**config.mk**
```make
export PLATFORM = sky130hd
export DESIGN_NAME = fetch_sequencer
export DESIGN_NICKNAME = d
export VERILOG_FILES = /design/src/rtl/fetch_sequencer.sv
export SDC_FILE = /design/constraint.sdc
export NUM_CORES = 1
export LEC_CHECK = 0
export CAP_MARGIN = 15
export CORE_MARGIN = 2
export CORE_UTILIZATION = 45
export DETAILED_ROUTE_END_ITERATION = 10
export GPL_ROUTABILITY_DRIVEN = 0
export PLACE_DENSITY_LB_ADDON = 0.08
export SLEW_MARGIN = 40
export SYNTH_ARGS = -nofsm -noshare
export SYNTH_HDL_FRONTEND = slang
export SYNTH_SLANG_ARGS = --single-unit
```
**constraint.sdc**
```tcl
create_clock -name clk -period 5.6 [get_ports clk]
set_input_delay 0.56 -clock clk [delete_from_list [all_inputs] [get_ports clk]]
set_output_delay 0.56 -clock clk [all_outputs]
set_load 0.02 [all_outputs]
```
**src/rtl/fetch_sequencer.sv**
```systemverilog
// Owns the PC and fetches one instruction at a time, with at most one request outstanding.
// Build with MISALIGN_TRAP_EN to trap misaligned redirect targets instead of masking them.
module fetch_sequencer #(
   parameter logic [31:0] RESET_VECTOR = 32'h0000_0000,
   parameter logic [31:0] PC_STEP      = 32'd4
) (
   input  logic        clk,
   input  logic        reset,
   input  logic        stall,
   input  logic        pc_src,
   input  logic [31:0] target_address,
   output logic        imem_req,
   output logic [31:0] imem_addr,
   input  logic        imem_ready,
   input  logic [31:0] imem_rdata,
   output logic        instr_valid,
   output logic [31:0] instr,
   output logic [31:0] instr_pc,
`ifdef MISALIGN_TRAP_EN
   output logic        fetch_fault,
`endif
   output logic [31:0] pc
);

`ifdef MISALIGN_TRAP_EN
   typedef enum logic [2:0] {S_BOOT, S_REQ, S_WAIT, S_HOLD, S_FAULT} state_t;
`else
   typedef enum logic [2:0] {S_BOOT, S_REQ, S_WAIT, S_HOLD} state_t;
`endif

   state_t      state_q, state_d;
   logic [31:0] pc_q, pc_d;
   logic [31:0] instr_q, instr_d;
   logic [31:0] instr_pc_q, instr_pc_d;
   logic        instr_valid_q, instr_valid_d;
   logic        squash_q, squash_d;
   logic [31:0] tgt_aligned;
`ifdef MISALIGN_TRAP_EN
   logic        fault_q, fault_d;
`endif

   assign tgt_aligned = target_address & ~32'h3;

   always_comb begin
      state_d       = state_q;
      pc_d          = pc_q;
      instr_d       = instr_q;
      instr_pc_d    = instr_pc_q;
      instr_valid_d = instr_valid_q;
      squash_d      = squash_q;
`ifdef MISALIGN_TRAP_EN
      fault_d       = fault_q;
`endif
      case (state_q)
         S_BOOT: state_d = S_REQ;
         S_REQ: begin
            if (pc_src) pc_d = tgt_aligned;
            else        state_d = S_WAIT;
         end
         S_WAIT: begin
            // A redirect that coincides with the response discards it right away.
            if (pc_src) begin
               pc_d = tgt_aligned;
               if (imem_ready) begin
                  squash_d = 1'b0;
                  state_d  = S_REQ;
               end else begin
                  squash_d = 1'b1;
               end
            end else if (imem_ready) begin
               if (squash_q) begin
                  squash_d = 1'b0;
                  state_d  = S_REQ;
               end else begin
                  instr_d       = imem_rdata;
                  instr_pc_d    = pc_q;
                  instr_valid_d = 1'b1;
                  pc_d          = pc_q + PC_STEP;
                  state_d       = S_HOLD;
               end
            end
         end
         S_HOLD: begin
            if (pc_src) begin
               instr_valid_d = 1'b0;
               pc_d          = tgt_aligned;
               state_d       = S_REQ;
            end else if (!stall) begin
               instr_valid_d = 1'b0;
               state_d       = S_REQ;
            end
         end
`ifdef MISALIGN_TRAP_EN
         S_FAULT: state_d = S_FAULT;
`endif
         default: state_d = S_BOOT;
      endcase
`ifdef MISALIGN_TRAP_EN
      if (pc_src && (target_address[1:0] != 2'b00) &&
          (state_q == S_REQ || state_q == S_WAIT || state_q == S_HOLD)) begin
         state_d       = S_FAULT;
         pc_d          = target_address;
         fault_d       = 1'b1;
         instr_valid_d = 1'b0;
         squash_d      = 1'b0;
      end
`endif
   end

   always_ff @(posedge clk) begin
      if (reset) begin
         state_q       <= S_BOOT;
         pc_q          <= RESET_VECTOR;
         instr_q       <= 32'h0;
         instr_pc_q    <= 32'h0;
         instr_valid_q <= 1'b0;
         squash_q      <= 1'b0;
`ifdef MISALIGN_TRAP_EN
         fault_q       <= 1'b0;
`endif
      end else begin
         state_q       <= state_d;
         pc_q          <= pc_d;
         instr_q       <= instr_d;
         instr_pc_q    <= instr_pc_d;
         instr_valid_q <= instr_valid_d;
         squash_q      <= squash_d;
`ifdef MISALIGN_TRAP_EN
         fault_q       <= fault_d;
`endif
      end
   end

   assign imem_req    = (state_q == S_REQ) && !pc_src;
   assign imem_addr   = pc_q;
   assign pc          = pc_q;
   assign instr       = instr_q;
   assign instr_pc    = instr_pc_q;
   assign instr_valid = instr_valid_q;
`ifdef MISALIGN_TRAP_EN
   assign fetch_fault = fault_q;
`endif

endmodule

```
==> PnR_summary.wiki, run 1 <==
{| class="wikitable"
! Metric !! Value
|-
| Cell type contributing the most total cell area after synthesis || sky130_fd_sc_hd__dfxtp_1
|-
| Die outline area || 10700 um2
|-
| Post-layout worst setup margin || approximately 2.5 ns
|-
| Antenna violations before repair || 0
|-
| Register share of total power || around half
|-
| Post-synth EDFFs || 0
|-
| Cell at the slowest stage of the critical path || sky130_fd_sc_hd__clkdlybuf4s50_1
|-
| CP arrival || 3.44 ns
|-
| Final Max Tran Viols || 0
|-
| Largest voltage drop on the vdd net || 0.158 mV
|-
| Width of the chip || 104 um
|-
| Worst hold slack || around 0.46 ns
|-
| Combinational group share of total power || around a fifth
|-
| Resize count post-CTS || 0
|-
| Fraction of final layout cells with drive strength greater than 1 || 4.88%
|-
| Buffers inserted by post-CTS timing repair || 0
|-
| Period utilization || 56.2%
|-
| Residual DRC count || 0
|-
| Worst Path Class, Setup || input port to flip-flop
|-
| Largest fanout on the critical path || 37
|-
| Worst setup SP type || input port
|-
| Largest net degree at the start of global routing || 99
|-
| Overall fraction of global-route tracks in use || 23.9%
|-
| Synth top area share || between 40% and 50%
|-
| Count of port buffers added during placement || 190
|-
| Number of global-route vias before repair || 4135
|-
| Standard-cell row count || 36
|-
| Area added between synthesis and finish || 42.2%
|-
| Detailed router's first-iteration violation count || 310
|-
| Static Leak || 2.03 nW
|-
| DR vias/cell || 5.33
|-
| Core Footprint || ~9700 um2
|-
| Diodes inserted || 0
|-
| Delay of the slowest cell on the worst path || just under 0.8 ns
|-
| Required @ worst endpoint || 5.89 ns
|-
| Register area share after synthesis || a little over two fifths
|-
| Synth Instances || 583
|-
| Number of maximum-capacitance constraint violations || 0
|-
| Setup repair after global routing missed its margin || false
|-
| Most numerous cell in the Yosys netlist || sky130_fd_sc_hd__nand2_1
|-
| Class of the worst hold path || flip-flop to flip-flop
|-
| Core Util, Final || 65.5%
|-
| Psw || 0.439 mW
|-
| Worst slew pin tran || around 0.77 ns
|-
| Total power divided by cell area || 239 nW/um2
|-
| Synth Area per Inst || 7.64 um2
|-
| Final Critical Period || 3.15 ns
|-
| YS warnings || 0
|-
| Cell mode on critical path || sky130_fd_sc_hd__buf_4
|-
| Worst-case setup slack after placement || 2.06 ns
|-
| Top flip-flop cell by instance count after synthesis || sky130_fd_sc_hd__dfxtp_1
|-
| Summed negative setup slack over all endpoints || 0 ns
|-
| Synth area leaders || sky130_fd_sc_hd__dfxtp_1 (43%), sky130_fd_sc_hd__nand2_1 (12%), sky130_fd_sc_hd__a21oi_1 (9.0%)
|-
| CTS max path bufs || 2
|-
| Post-detailed-route wirelength per cell || around 15 um
|-
| Die span in y || slightly above 100 um
|-
| Count of pins on the block boundary || between 150 and 200
|-
| Root buf cell || sky130_fd_sc_hd__clkbuf_8
|-
| First-pass GRT wire length || roughly 21000 um
|-
| Switching portion of total power || 28.9%
|-
| Clk Latency, worst-skew pair || 0.36 ns
|-
| Final hold violation count || 0
|-
| Number of distinct library cell variants in the gate-level netlist after synthesis || 50
|-
| Max H-tree Level || 3
|-
| Flop and latch count out of synthesis || 96
|-
| Clock tree from TritonCTS || yes
|-
| Max Clock Skew || between 0.009 and 0.01 ns
|-
| Antenna-violating nets left || 0
|-
| Sort of element at the end of the critical path || flip-flop
|-
| GRT Residual Overflow || 0
|-
| Number of clock sinks seen by CTS || between 90 and 100
|-
| Power share of the clock group || between 30% and 40%
|-
| Num CTS Buffers || 9
|-
| Drt first pass iters || 5
|-
| Final net count || 782
|-
| Total via count after detailed routing || roughly 4500
|-
| CTS clock-pin slew for the worst setup and hold paths || ~0.1 ns
|-
| Routed wire length || between 10000 and 15000 um
|-
| Hold buffers post-CTS || 0
|-
| Cell-internal power || roughly 1.1 mW
|-
| Run status || finished, final reports clean
|-
| Async set-or-reset flop fraction in the synthesized netlist || 0%
|-
| Final setup vio count || 0
|-
| Starting utilization of the core area || 46.0%
|-
| Detailed Place HPWL || 8610 um
|-
| PnR Total Power || about 1.5 mW
|-
| Achievable clock frequency || 318 MHz
|-
| Post-synthesis instance area || 4460 um2
|-
| Cell types with the highest counts after synthesis || sky130_fd_sc_hd__nand2_1 (144), sky130_fd_sc_hd__dfxtp_1 (96), sky130_fd_sc_hd__a21oi_1 (80), sky130_fd_sc_hd__buf_4 (40), sky130_fd_sc_hd__clkbuf_1 (36)
|-
| Worst path cell trace || clkdlybuf4s50_1 > o21a_1 > buf_4 > nand2_2 > buf_4 > or4_1 > a31oi_1
|-
| Max-slew headroom at the worst pin || around half
|}
logic make-up after synthesis:
kind of cell	Yosys count	synth area share (%)
flops	96	43.1
buf+inv	87	11.1
fa+ha+maj	1	0.281
compound gates	162	21.6
simple gates	236	23.8
other cells	1	0.0841
per-layer routing:
metal | wire (um) | track usage, %
met1 | 5660 | 31.0
met4 | 173 | 9.07
met2 | 5910 | 37.3
met5 | 0 | 0
met3 | 1100 | 7.30
cell type report:
cell class | instances | area (um2)
Timing Repair Buffer | 194 | 1930
Inverter | 6 | 22.5
Clock buffer | 11 | 151
Multi-Input combinational cell | 405 | 2080
Clock inverter | 5 | 61.3
Tap cell | 133 | 166
Sequential cell | 96 | 1920
Fill cell | 846 | 3350
power groups by stage:
stage | logic (mW) | registers, mW | clock network, mW
6_report | 0.287 | 0.746 | 0.485
5_1_grt | 0.309 | 0.751 | 0.527
4_1_cts | 0.288 | 0.745 | 0.498
3_5_place_dp | 0.286 | 0.761 | 0
3_3_place_gp | 0.283 | 0.760 | 0
2_1_floorplan | 0.153 | 0.771 | 0
path summary, 6_finish.rpt:
kind,from,to,slack [ns],cells past startpoint
worst min-delay path,instr[31]$_SDFFE_PP0P_,instr[31]$_SDFFE_PP0P_,0.46,2
worst max-delay path,pc_src,imem_addr[31]$_SDFFE_PP0P_,2.45,7
worst max register to register,state_q[0]$_SDFFE_PP0P_,imem_addr[31]$_SDFFE_PP0P_,2.74,7
worst min register to register,instr[31]$_SDFFE_PP0P_,instr[31]$_SDFFE_PP0P_,0.46,2
state kept, by name, summed over array words and instances (netlist names):
signal	cells
squash_q	1
instr_pc	30
state_q	2
imem_addr	30
instr_valid	1
instr	32
placed cells by master, fill, tap and decap left out, types with 7 or more instances in the layout:
master / Yosys / routed
sky130_fd_sc_hd__clkdlybuf4s50_1: 0 / 189
sky130_fd_sc_hd__nand2_1: 144 / 143
sky130_fd_sc_hd__dfxtp_1: 96 / 96
sky130_fd_sc_hd__a21oi_1: 80 / 80
sky130_fd_sc_hd__nor2_1: 26 / 25
sky130_fd_sc_hd__o21ai_0: 24 / 23
sky130_fd_sc_hd__a211oi_1: 11 / 11
sky130_fd_sc_hd__clkbuf_8: 0 / 11
sky130_fd_sc_hd__nand3_1: 9 / 9
sky130_fd_sc_hd__nand4_1: 8 / 8
sky130_fd_sc_hd__a31oi_1: 8 / 8
sky130_fd_sc_hd__or3_1: 7 / 7
sky130_fd_sc_hd__nor3_1: 7 / 7
critical path, delay by kind of cell:
kind | cells | cell delay (ns)
buffers and inverters | 3 | 1.52
AND/OR/NAND/NOR | 2 | 0.96
AO/OA/AOI/OAI | 2 | 0.36
metrics by stage:
step	cells	instance area, um2
after floorplan	588	4480
after global placement	834	6110
after detailed placement	834	6130
after CTS	850	6340
after global routing	850	6340
final	850	6340
No activity file was read; power rests on OpenSTA's default activity.
==> inputs of run 2 (changes only) <==
Settings changed: CORE_UTILIZATION 45 to 38.
Clock period 5.6 ns to 2.7 ns, I/O delays scaled along.
==> run 2 against run 1 <==
  * Cell count grew 3.6%
  * Setup slack lost 2.1 ns
  * Core utilization shrank 7.7 points
  * Largest cell class is now buffers
  * Wire length up 5.8%
  * First-iteration DRC count decreased by 23%
  * Die area is 18% higher
  * Clock power rose to 2.7 times the previous value
  * Non-clock buffer count up 21
  * Total power up 130%
  * Combinational power is 120% higher
  * Critical path depth down 2
  * Register-to-register slack lost 2.4 ns
==> PnR_summary.wiki, run 2 (synthesis gave the netlist of run 1 again) <==
{| class="wikitable"
! Metric !! Value
|-
| Met3 wire len || 982 um (-11%)
|-
| Total power divided by cell area || 531 nW/um2 (+120%)
|-
| Combinational group share of total power || 18.4% (-0.5 points)
|-
| Worst setup SP type || flip-flop
|-
| Critical Path Start || imem_addr[11]$_SDFFE_PP0P_
|-
| Resize count post-CTS || 0 (unchanged)
|-
| Starting utilization of the core area || 39.0% (-7.0 points)
|-
| Clk Latency, worst-skew pair || 0.34 ns (-0.02 ns)
|-
| CTS clock-pin slew for the worst setup and hold paths || 0.07 ns (-0.03 ns)
|-
| Final Critical Period || 2.34 ns
|-
| Final standard cell count with taps included and fillers excluded || 881 (+3.6%)
|-
| Cell-internal power || 2.53 mW (+130%)
|-
| Total via count after detailed routing || 4632 (+2.3%)
|-
| Switching portion of total power || 27.7% (-1.2 points)
|-
| Footprint of the flip-flops and latches || 1920 um2 (unchanged)
|-
| Diodes inserted || 0 (unchanged)
|-
| Num CTS Buffers || 9 (unchanged)
|-
| Power share of the clock group || 37.9% (+5.9 points)
|-
| Antenna violations before repair || 0 (unchanged)
|-
| Max-slew headroom at the worst pin || 54.3% (+5.8 points)
|-
| Detailed router's first-iteration violation count || 239 (-23%)
|-
| Detailed Place HPWL || 9470 um (+10%)
|-
| Multi-input gate area || 2070 um2 (-0.60%)
|-
| Startpoint of the most critical hold path || reset
|-
| Number of maximum-capacitance constraint violations || 0 (unchanged)
|-
| Width of the chip || 112 um (+8.5%)
|-
| Residual DRC count || 0 (unchanged)
|-
| Max Clock Skew || 0.00517 ns (-0.00449 ns)
|-
| Max FFs per register || 32 (unchanged)
|-
| Overall fraction of global-route tracks in use || 21.2% (-2.7 points)
|-
| Register share of total power || 43.7% (-5.4 points)
|-
| Buffers inserted by post-CTS timing repair || 0 (unchanged)
|-
| Achievable clock frequency || 427 MHz
|-
| Max H-tree Level || 3 (unchanged)
|-
| Leading cell type in the layout, fill and taps excluded || sky130_fd_sc_hd__clkdlybuf4s50_1
|-
| Final Max Tran Viols || 0 (unchanged)
|-
| Sort of element at the end of the critical path || flip-flop
|-
| First-pass GRT wire length || 21800 um (+3.2%)
|-
| Number of clock sinks seen by CTS || 96 (unchanged)
|-
| Summed negative setup slack over all endpoints || 0 ns (unchanged)
|-
| Final hold violation count || 0 (unchanged)
|-
| Number of filler instances in the final layout || 1077 (+27%)
|-
| CTS max path bufs || 2 (unchanged)
|-
| Largest fanout on the critical path || 7 (-81%)
|-
| RR Startpoint || imem_addr[11]$_SDFFE_PP0P_
|-
| DR vias/cell || 5.26 (-1.3%)
|-
| Core Util, Final || 57.7% (-7.7 points)
|-
| Routed wire length || 13600 um (+5.8%)
|-
| Hold buffers post-CTS || 0 (unchanged)
|-
| Static Leak || 2.18 nW (+7.2%)
|-
| Largest voltage drop on the vdd net || 0.403 mV (+160%)
|-
| Worst slew pin tran || 0.685 ns (-0.0809 ns)
|-
| Largest net degree at the start of global routing || 65 (-34%)
|-
| Period utilization || 86.7%
|-
| Psw || 0.970 mW (+120%)
|-
| Final net count || 803 (+2.7%)
|-
| Uppermost layer routed || met4
|-
| Die span in y || 112 um (+8.5%)
|-
| Post-detailed-route wirelength per cell || 15.4 um (+2.0%)
|-
| Setup repair after global routing missed its margin || false
|-
| Run status || finished, final reports clean
|-
| Required @ worst endpoint || 2.96 ns (-2.93 ns)
|-
| Root buf cell || sky130_fd_sc_hd__clkbuf_16
|-
| Count of port buffers added during placement || 190 (unchanged)
|-
| CP arrival || 2.60 ns (-0.84 ns)
|-
| Count of pins on the block boundary || 199 (unchanged)
|-
| Total length of routed met2 wires || 6590 um (+12%)
|-
| Die outline area || 12600 um2 (+18%)
|-
| Final setup vio count || 0 (unchanged)
|-
| Wire length on met1 || 5800 um (+2.5%)
|-
| Worst Path Class, Setup || flip-flop to flip-flop
|-
| GRT Residual Overflow || 0 (unchanged)
|-
| Worst hold slack || 0.448 ns (-0.00918 ns)
|-
| Number of global-route vias before repair || 4395 (+6.3%)
|-
| Standard-cell row count || 39 (+8.3%)
|-
| Core Footprint || 11400 um2 (+18%)
|-
| Area added between synthesis and finish || 47.9%
|-
| Top library cells by usage in the layout, fill and taps aside || sky130_fd_sc_hd__clkdlybuf4s50_1 (189), sky130_fd_sc_hd__nand2_1 (143), sky130_fd_sc_hd__dfxtp_1 (96)
|-
| Clock tree from TritonCTS || yes
|-
| Antenna-violating nets left || 0 (unchanged)
|-
| Placed cells || 865 (+3.7%)
|-
| Drt first pass iters || 4 (-1)
|-
| Class of the worst hold path || input port to flip-flop
|-
| Fraction of final layout cells with drive strength greater than 1 || 7.45% (+2.6 points)
|}
## run 2: metal layers
metal	vias up	global-route usage, %
met3	14	5.40
met5	-	0
li1	2289	-
met1	2155	26.2
met2	174	36.6
met4	0	6.02
## run 2: final timing paths
| check | cells past startpoint | endpoint | slack [ns] |
|---|---|---|---|
| worst max-delay path | 5 | imem_addr[24]$_SDFFE_PP0P_ | 0.36 |
| worst min-delay path | 2 | state_q[1]$_SDFFE_PP0P_ | 0.45 |
| worst max register to register | 5 | imem_addr[24]$_SDFFE_PP0P_ | 0.36 |
| worst min register to register | 2 | instr[27]$_SDFFE_PP0P_ | 0.45 |
## run 2: metrics by stage
stage / power [mW] / setup slack, ns / area [um2]
floorplan: 1.92 / 0.308 / 4480
global route: 3.66 / 0.184 / 6590
CTS: 3.54 / 0.362 / 6590
finish: 3.50 / 0.359 / 6590
detailed placement: 2.21 / 0.374 / 6280
global placement: 2.20 / 0.386 / 6280
## run 2: critical path, cell delays in order (launching register included)
cell                      delay, ns
sky130_fd_sc_hd__dfxtp_1       0.46
sky130_fd_sc_hd__nand4_1       0.18
sky130_fd_sc_hd__or4_4         0.48
sky130_fd_sc_hd__or4_4         0.55
sky130_fd_sc_hd__or4_1         0.41
sky130_fd_sc_hd__a31oi_1       0.18
## run 2: layout make-up
| class | count | share of cell area (%) |
|---|---|---|
| sequential | 96 | 29.2 |
| clock buffer | 10 | 3.62 |
| tap | 143 | 2.71 |
| multi-input combinational | 405 | 31.4 |
| timing repair buffer | 215 | 31.7 |
| clock inverter | 6 | 1.12 |
| inverter | 6 | 0.342 |
## run 2: power groups by stage
stage / registers [mW] / logic (mW) / clock network, mW
5_1_grt: 1.54 / 0.697 / 1.42
3_5_place_dp: 1.56 / 0.645 / 0
6_report: 1.53 / 0.645 / 1.33
3_3_place_gp: 1.56 / 0.641 / 0
4_1_cts: 1.53 / 0.649 / 1.36
2_1_floorplan: 1.60 / 0.318 / 0
